==> src/rtl/sys_defs.sv <==
// Shared rename types: map table entry, checkpoint ID and default sizes.
package sys_defs;

    localparam int NUM_ARCH_REGS = 64;
    localparam int NUM_PHYS_REGS = 128;
    localparam int NUM_WB_PORTS  = 4;
    localparam int CKPT_DEPTH    = 4;
    localparam int PHYS_TAG_W    = $clog2(NUM_PHYS_REGS);
    localparam int CKPT_ID_W     = $clog2(CKPT_DEPTH);

    typedef logic [PHYS_TAG_W-1:0] phys_tag_t;
    typedef logic [CKPT_ID_W-1:0]  ckpt_id_t;

    typedef struct packed {
        phys_tag_t phys;
        logic      valid;
    } map_entry_t;

endpackage

==> src/rtl/map_checkpoint_stack_slot.sv <==
// One checkpoint slot: snapshot register, live/captured bits.
// MAP_CKPT_WB_UPDATE_EN: live snapshots pick up writeback ready bits.
module map_ckpt_slot
    import sys_defs::*;
#(
    parameter int ARCH_REGS = NUM_ARCH_REGS,
    parameter int PHYS_REGS = NUM_PHYS_REGS,
    parameter int WB_WIDTH  = NUM_WB_PORTS
) (
    input  logic                                       clock,
    input  logic                                       reset,
    input  logic                                       clear,
    input  logic                                       set_live,
    input  logic                                       kill,
    input  logic                                       capture,
    input  map_entry_t [ARCH_REGS-1:0]                 cap_data,
    input  logic [WB_WIDTH-1:0]                        wb_valid,
    input  logic [WB_WIDTH-1:0][$clog2(PHYS_REGS)-1:0] wb_phys,
    output logic                                       live,
    output logic                                       captured,
    output map_entry_t [ARCH_REGS-1:0]                 snap_next
);

    map_entry_t [ARCH_REGS-1:0] snapshot;
    map_entry_t [ARCH_REGS-1:0] base;

    always_comb begin
        base      = capture ? cap_data : snapshot;
        snap_next = base;
`ifdef MAP_CKPT_WB_UPDATE_EN
        if (live) begin
            for (int j = 0; j < ARCH_REGS; j++) begin
                for (int i = 0; i < WB_WIDTH; i++) begin
                    if (wb_valid[i] && base[j].phys == wb_phys[i])
                        snap_next[j].valid = 1'b1;
                end
            end
        end
`endif
    end

`ifndef MAP_CKPT_WB_UPDATE_EN
    logic unused_wb;
    assign unused_wb = ^{wb_valid, wb_phys};
`endif

    always_ff @(posedge clock or negedge reset) begin
        if (!reset) begin
            live     <= 1'b0;
            captured <= 1'b0;
            snapshot <= '0;
        end else if (clear) begin
            live     <= 1'b0;
            captured <= 1'b0;
        end else begin
            if (set_live) begin
                live     <= 1'b1;
                captured <= 1'b0;
            end else if (kill) begin
                live <= 1'b0;
            end
            if (capture)
                captured <= 1'b1;
            snapshot <= snap_next;
        end
    end

endmodule

==> src/rtl/map_checkpoint_stack.sv <==
// Branch checkpoint stack: allocate, capture, retire, restore on mispredict.
// MAP_CKPT_WB_UPDATE_EN enables writeback updates inside map_ckpt_slot.
module map_checkpoint_stack
    import sys_defs::*;
#(
    parameter int ARCH_REGS = NUM_ARCH_REGS,
    parameter int PHYS_REGS = NUM_PHYS_REGS,
    parameter int DEPTH     = CKPT_DEPTH,
    parameter int WB_WIDTH  = NUM_WB_PORTS
) (
    input  logic                                       clock,
    input  logic                                       reset,
    input  logic                                       alloc_i,
    output logic [$clog2(DEPTH)-1:0]                   alloc_id_o,
    output logic                                       full_o,
    output logic [$clog2(DEPTH):0]                     count_o,
    input  logic                                       ckpt_valid_i,
    input  map_entry_t [ARCH_REGS-1:0]                 ckpt_data_i,
    input  logic                                       br_resolve_valid_i,
    input  logic                                       br_mispredict_i,
    input  logic [$clog2(DEPTH)-1:0]                   br_id_i,
    input  logic                                       flush_i,
    output logic                                       restore_valid_o,
    output map_entry_t [ARCH_REGS-1:0]                 restore_data_o,
    input  logic [WB_WIDTH-1:0]                        wb_valid_i,
    input  logic [WB_WIDTH-1:0][$clog2(PHYS_REGS)-1:0] wb_phys_i
);

    localparam int IDW = $clog2(DEPTH);
    typedef logic [IDW-1:0] id_t;
    typedef logic [IDW:0]   cnt_t;

    id_t  head, tail, pend_id, mp_age;
    cnt_t count, retire;
    logic pend_valid, stop;
    logic mispredict, resolve_ok, do_alloc, do_capture;

    logic [DEPTH-1:0] live, captured, clr, set_live, kill, cap, live_after;
    id_t age [DEPTH];
    map_entry_t [ARCH_REGS-1:0] snap_next [DEPTH];

    assign full_o     = (count == cnt_t'(DEPTH));
    assign alloc_id_o = tail;
    assign count_o    = count;

    // A mispredict squashes the younger path, so it outranks alloc/capture.
    assign mispredict = br_resolve_valid_i && br_mispredict_i
                        && live[br_id_i] && captured[br_id_i];
    assign resolve_ok = br_resolve_valid_i && !br_mispredict_i
                        && live[br_id_i];
    assign do_alloc   = alloc_i && !full_o && !mispredict && !flush_i;
    assign do_capture = ckpt_valid_i && pend_valid && live[pend_id]
                        && !mispredict && !flush_i;
    assign mp_age     = br_id_i - head;

    always_comb begin
        clr        = '0;
        set_live   = '0;
        kill       = '0;
        cap        = '0;
        live_after = '0;
        retire     = '0;
        stop       = 1'b0;
        for (int k = 0; k < DEPTH; k++) begin
            age[k]        = id_t'(k) - head;
            clr[k]        = flush_i || (mispredict
                            && cnt_t'(age[k]) >= cnt_t'(mp_age)
                            && cnt_t'(age[k]) < count);
            set_live[k]   = do_alloc && (tail == id_t'(k));
            kill[k]       = resolve_ok && (br_id_i == id_t'(k));
            cap[k]        = do_capture && (pend_id == id_t'(k));
            live_after[k] = live[k] && !kill[k];
        end
        // Retire the run of dead slots starting at head.
        for (int i = 0; i < DEPTH; i++) begin
            if (!stop && cnt_t'(i) < count
                && !live_after[id_t'(head + id_t'(i))])
                retire = retire + cnt_t'(1);
            else
                stop = 1'b1;
        end
    end

    for (genvar k = 0; k < DEPTH; k++) begin : g_slot
        map_ckpt_slot #(
            .ARCH_REGS (ARCH_REGS),
            .PHYS_REGS (PHYS_REGS),
            .WB_WIDTH  (WB_WIDTH)
        ) u_slot (
            .clock     (clock),
            .reset     (reset),
            .clear     (clr[k]),
            .set_live  (set_live[k]),
            .kill      (kill[k]),
            .capture   (cap[k]),
            .cap_data  (ckpt_data_i),
            .wb_valid  (wb_valid_i),
            .wb_phys   (wb_phys_i),
            .live      (live[k]),
            .captured  (captured[k]),
            .snap_next (snap_next[k])
        );
    end

    always_ff @(posedge clock or negedge reset) begin
        if (!reset) begin
            head            <= '0;
            tail            <= '0;
            count           <= '0;
            pend_valid      <= 1'b0;
            pend_id         <= '0;
            restore_valid_o <= 1'b0;
            restore_data_o  <= '0;
        end else if (flush_i) begin
            head            <= '0;
            tail            <= '0;
            count           <= '0;
            pend_valid      <= 1'b0;
            restore_valid_o <= 1'b0;
        end else if (mispredict) begin
            tail            <= br_id_i;
            count           <= cnt_t'(mp_age);
            pend_valid      <= 1'b0;
            restore_valid_o <= 1'b1;
            restore_data_o  <= snap_next[br_id_i];
        end else begin
            restore_valid_o <= 1'b0;
            head            <= head + id_t'(retire);
            count           <= count - retire + cnt_t'(do_alloc);
            if (do_alloc) begin
                tail       <= tail + id_t'(1);
                pend_valid <= 1'b1;
                pend_id    <= tail;
            end else if (do_capture) begin
                pend_valid <= 1'b0;
            end
        end
    end

    a_no_alloc_full: assert property (@(posedge clock) disable iff (!reset)
        !(alloc_i && full_o && !flush_i));

    a_mp_valid_slot: assert property (@(posedge clock) disable iff (!reset)
        !(br_resolve_valid_i && br_mispredict_i && !flush_i)
        || (live[br_id_i] && captured[br_id_i]));

endmodule

==> config.mk <==
export PLATFORM = sky130hd
export DESIGN_NAME = map_checkpoint_stack
export DESIGN_NICKNAME = d
export VERILOG_FILES = /design/src/rtl/sys_defs.sv /design/src/rtl/map_checkpoint_stack_slot.sv /design/src/rtl/map_checkpoint_stack.sv
export SDC_FILE = /design/constraint.sdc
export NUM_CORES = 2
export LEC_CHECK = 0
export CAP_MARGIN = 15
export CORE_ASPECT_RATIO = 1.5
export CORE_MARGIN = 1.5
export CORE_UTILIZATION = 55
export CTS_CLUSTER_SIZE = 28
export DETAILED_ROUTE_END_ITERATION = 16
export PLACE_DENSITY = 0.81
export SLEW_MARGIN = 5
export SYNTH_ARGS = -nofsm -noshare
export SYNTH_HDL_FRONTEND = slang
export SYNTH_HIERARCHICAL = 1
export SYNTH_SLANG_ARGS = --single-unit
==> constraint.sdc <==
create_clock -name clock -period 10.4 [get_ports clock]
set_input_delay 2.08 -clock clock [delete_from_list [all_inputs] [get_ports clock]]
set_output_delay 2.08 -clock clock [all_outputs]
set_load 0.05 [all_outputs]
==> results.tsv <==
metric	value	unit
Flop pwr share	0.458	
WS Path Type	input port to register	
vias per cell	6.16	
Final GP Congestion	0.825	
Rel. slew slack	0.140	
Syn Area/Cell	16.6	um2
Site Rows	227	
largest net degree at the start of global routing	197	
DR DRC count	0	
CP Cell Sequence	buf_8 -> o21ai_0 -> o2111a_1 -> or2_2 -> nor2_1 -> and3b_4 -> buf_12 -> buf_4 -> mux2_2 -> mux4_2 -> mux2_2	
drt pass-1 iters	7	
Wirelength per Cell	29.0	um
Die Ht	624	um
DRT Wirelength	375000	um
IO buf count	1039	
M1 wire length	150000	um
Ys Warns	6	
Netlist Area Pre-Place	0.141	mm2
design area	0.162	mm2
Pwr per Cell Area	151	mW/mm2
Final #Nets	9891	
clock buffer depth	4	
#FFs+latches synth	2579	
first-pass GRT wire length	573000	um
fraction of layout cells with a size suffix above 1	0.596	
maximum clock rate	153	MHz
clk root buf	clkbuf_16	
Sw Pwr	6.13	mW
Critical Path AT	7.30	ns
Setup crit start kind	input port	
Pint	18.2	mW
TritonCTS clock tree	done	
initial antenna violation count	125	
fin crit period	6.52	ns
Net Sw Frac	0.252	
Slew Limit Fails	0	
cts hold-fix bufs	0	
synthesized netlist cell count	8523	
Comb power frac	0.151	
RSZ-0062 raised after global routing	false	
placed cell area	0.153	mm2
Req. time, crit path	11.19	ns
die area	0.260	mm2
static leakage	75.0	nW
Final WS setup	3.88	ns
max_cap viols	0	
CORE AREA	0.255	mm2
number of global-route vias before repair	88600	
Post-Syn Nets	9098	
final count of hold timing violations	0	
Clock Pin Slew Worst Setup and Hold Paths	0.06	ns
Main synth FF type	dfrtp_1	
Clock power frac	0.391	
Netlist cell types	56	
CP Max Fanout	99	
wire length on met3	26000	um
Post-DRT Antenna Nets	0	
total gr overflow	0	
Area growth, synth to finish	14.4	%
clk_lat worst skew	0.94	ns
Total GRT Usage	0.285	
simple-gate area share of the yosys netlist	0.00343	
Clock Sinks	2579	
Worst Setup End Kind	register	
main combinational cell family by area after synthesis	multiplexers	
CP max-delay cell	buf_4	
DP HPWL	224000	um
Final TNS setup	0	ns
final setup violation count	0	
Top Layer Used	met5	
via count	79600	
Post-CTS Setup Bufs	0	
status	completed	
Synth async-reset ratio	1.00	
complex-gate fraction of the synthesized area	0.00252	
worst slack, placed	2.86	ns
DRT iter0 DRCs	5208	
Worst IR Drop VDD	0.167	mV
met2 WL	180000	um
CP dominant cell by count	mux2_2	
I/O pins	1072	
DIE WIDTH	417	um
sequential fraction of the synthesis area	0.457	
Final Cycle Share	0.627	
Tightest Pin Transition	1.29	ns
H-tree Lvls	4	
post-synthesis adder-cell area fraction	0.00211	
Hold Crit Class	register to register	
post-synthesis mux area share	0.501	
WHS	0.504	ns
Post-synth EDFFs	0	
Starting Density	0.554	
Resize count post-CTS	0	
TritonCTS buffer count	247	
clock skew	0.0872	ns
XOR/XNOR Fraction of Synth Area	0.000372	
peak per-stage delay on the critical path	0.76	ns
[power by group through the flow]
stage	registers, mW	logic (mW)	clock network, mW
5_1_grt	11.2	3.92	10.0
3_3_place_gp	11.3	3.54	0
3_5_place_dp	11.3	3.66	0
4_1_cts	11.2	3.68	9.69
2_1_floorplan	11.5	2.16	0
6_report	11.2	3.67	9.51
[worst paths after layout]
| check | start | end | slack, ns | cells after the start |
|---|---|---|---|---|
| min in group asynchronous | reset | g_slot[2].u_slot/snapshot[370] | 1.16 | 1 |
| setup reg to reg | g_slot[1].u_slot/live | restore_data_o[221] | 5.16 | 11 |
| hold / removal | restore_data_o[177] | restore_data_o[177] | 0.50 | 1 |
| hold reg to reg | restore_data_o[177] | restore_data_o[177] | 0.50 | 1 |
| max in group asynchronous | reset | g_slot[2].u_slot/snapshot[70] | 6.75 | 3 |
| setup / recovery | br_id_i[0] | restore_data_o[221] | 3.88 | 11 |
[through the flow]
step / std cells / util / power [mW]
2_1_floorplan: 8523 / - / 13.7
4_1_cts: 12800 / 0.633 / 24.5
6_report: 12900 / 0.634 / 24.4
3_3_place_gp: 12400 / 0.600 / 14.8
5_1_grt: 12900 / 0.634 / 25.2
3_5_place_dp: 12400 / 0.600 / 15.0
[cells in the final DEF, fill, tap and decap left out, drive strengths merged, types with 5 or more instances in the layout]
master,instances
dfrtp,2579
inv,31
mux4,513
nand2,13
bufinv,25
ha,19
clkbuf,362
and2,8
nand2b,12
mux2,4610
clkinv,46
diode,95
clkinvlp,10
nor2b,8
a21oi,19
buf,142
nor2,14
nand3,5
clkdlybuf4s50,1036
[critical path, delay by kind of cell]
kind / cells / cell delay, ns
compound gates: 2 / 0.77
mux: 3 / 1.18
buf+inv: 3 / 1.73
simple gates: 3 / 1.21
[cell usage after synthesis, types with 2 or more instances]
cell type	n	share of area
a211oi_1	3	0.00016
nor4b_1	2	0.00012
a21o_1	2	0.00011
a32o_1	3	0.00021
o221ai_1	2	0.00012
buf_1	22	0.00058
a32oi_1	2	0.00012
ha_1	19	0.0017
dfrtp_1	2579	0.46
fa_1	3	0.00043
mux4_2	513	0.082
buf_8	88	0.0094
mux2_2	2690	0.21
inv_1	28	0.00074
xor2_1	3	0.00019
buf_2	269	0.0095
clkbuf_1	121	0.0032
nand2b_1	12	0.00053
xnor2_1	3	0.00019
mux2i_1	3	0.00021
mux2_4	1920	0.20
or4_1	2	0.00011
nor2b_4	4	0.00039
o21ai_0	3	0.00011
and3_1	2	0.000089
nor3b_1	3	0.00016
and2_1	8	0.00035
nor2b_1	4	0.00018
o22ai_1	3	0.00013
nand3_1	5	0.00018
a21oi_1	19	0.00067
nor2_1	14	0.00037
nand2_1	13	0.00035
buf_6	134	0.011
[area by class of cell]
| type | count | area (um2) |
|---|---|---|
| inverters | 28 | 105 |
| well taps | 3320 | 4150 |
| diodes | 95 | 238 |
| repair buffers | 1178 | 12300 |
| clock buffers | 362 | 7240 |
| clock inverters | 84 | 1160 |
| fillers | 17900 | 93400 |
| multi-input cells | 5282 | 71900 |
| flip-flops and latches | 2579 | 64500 |
[state kept, by name, indices dropped and copies added, names as in the netlist]
register	cells
alloc_id_o	2
count_o	3
g_slot.u_slot/captured	4
g_slot.u_slot/live	4
g_slot.u_slot/snapshot	2048
head	2
pend_id	2
pend_valid	1
restore_data_o	512
restore_valid_o	1
[layer usage]
layer  up-vias  GRT usage
met3       698     0.0749
met5         -          0
met4        66      0.147
met2      2172      0.456
li1      33500          -
met1     43200      0.355
[logic make-up after synthesis]
kind of cell / after synthesis
xor+xnor: 6
compound gates: 49
simple gates: 79
mux: 5126
buf+inv: 662
fa+ha+maj: 22
flops: 2579
Note: power is estimated with default switching activity, not from simulation.
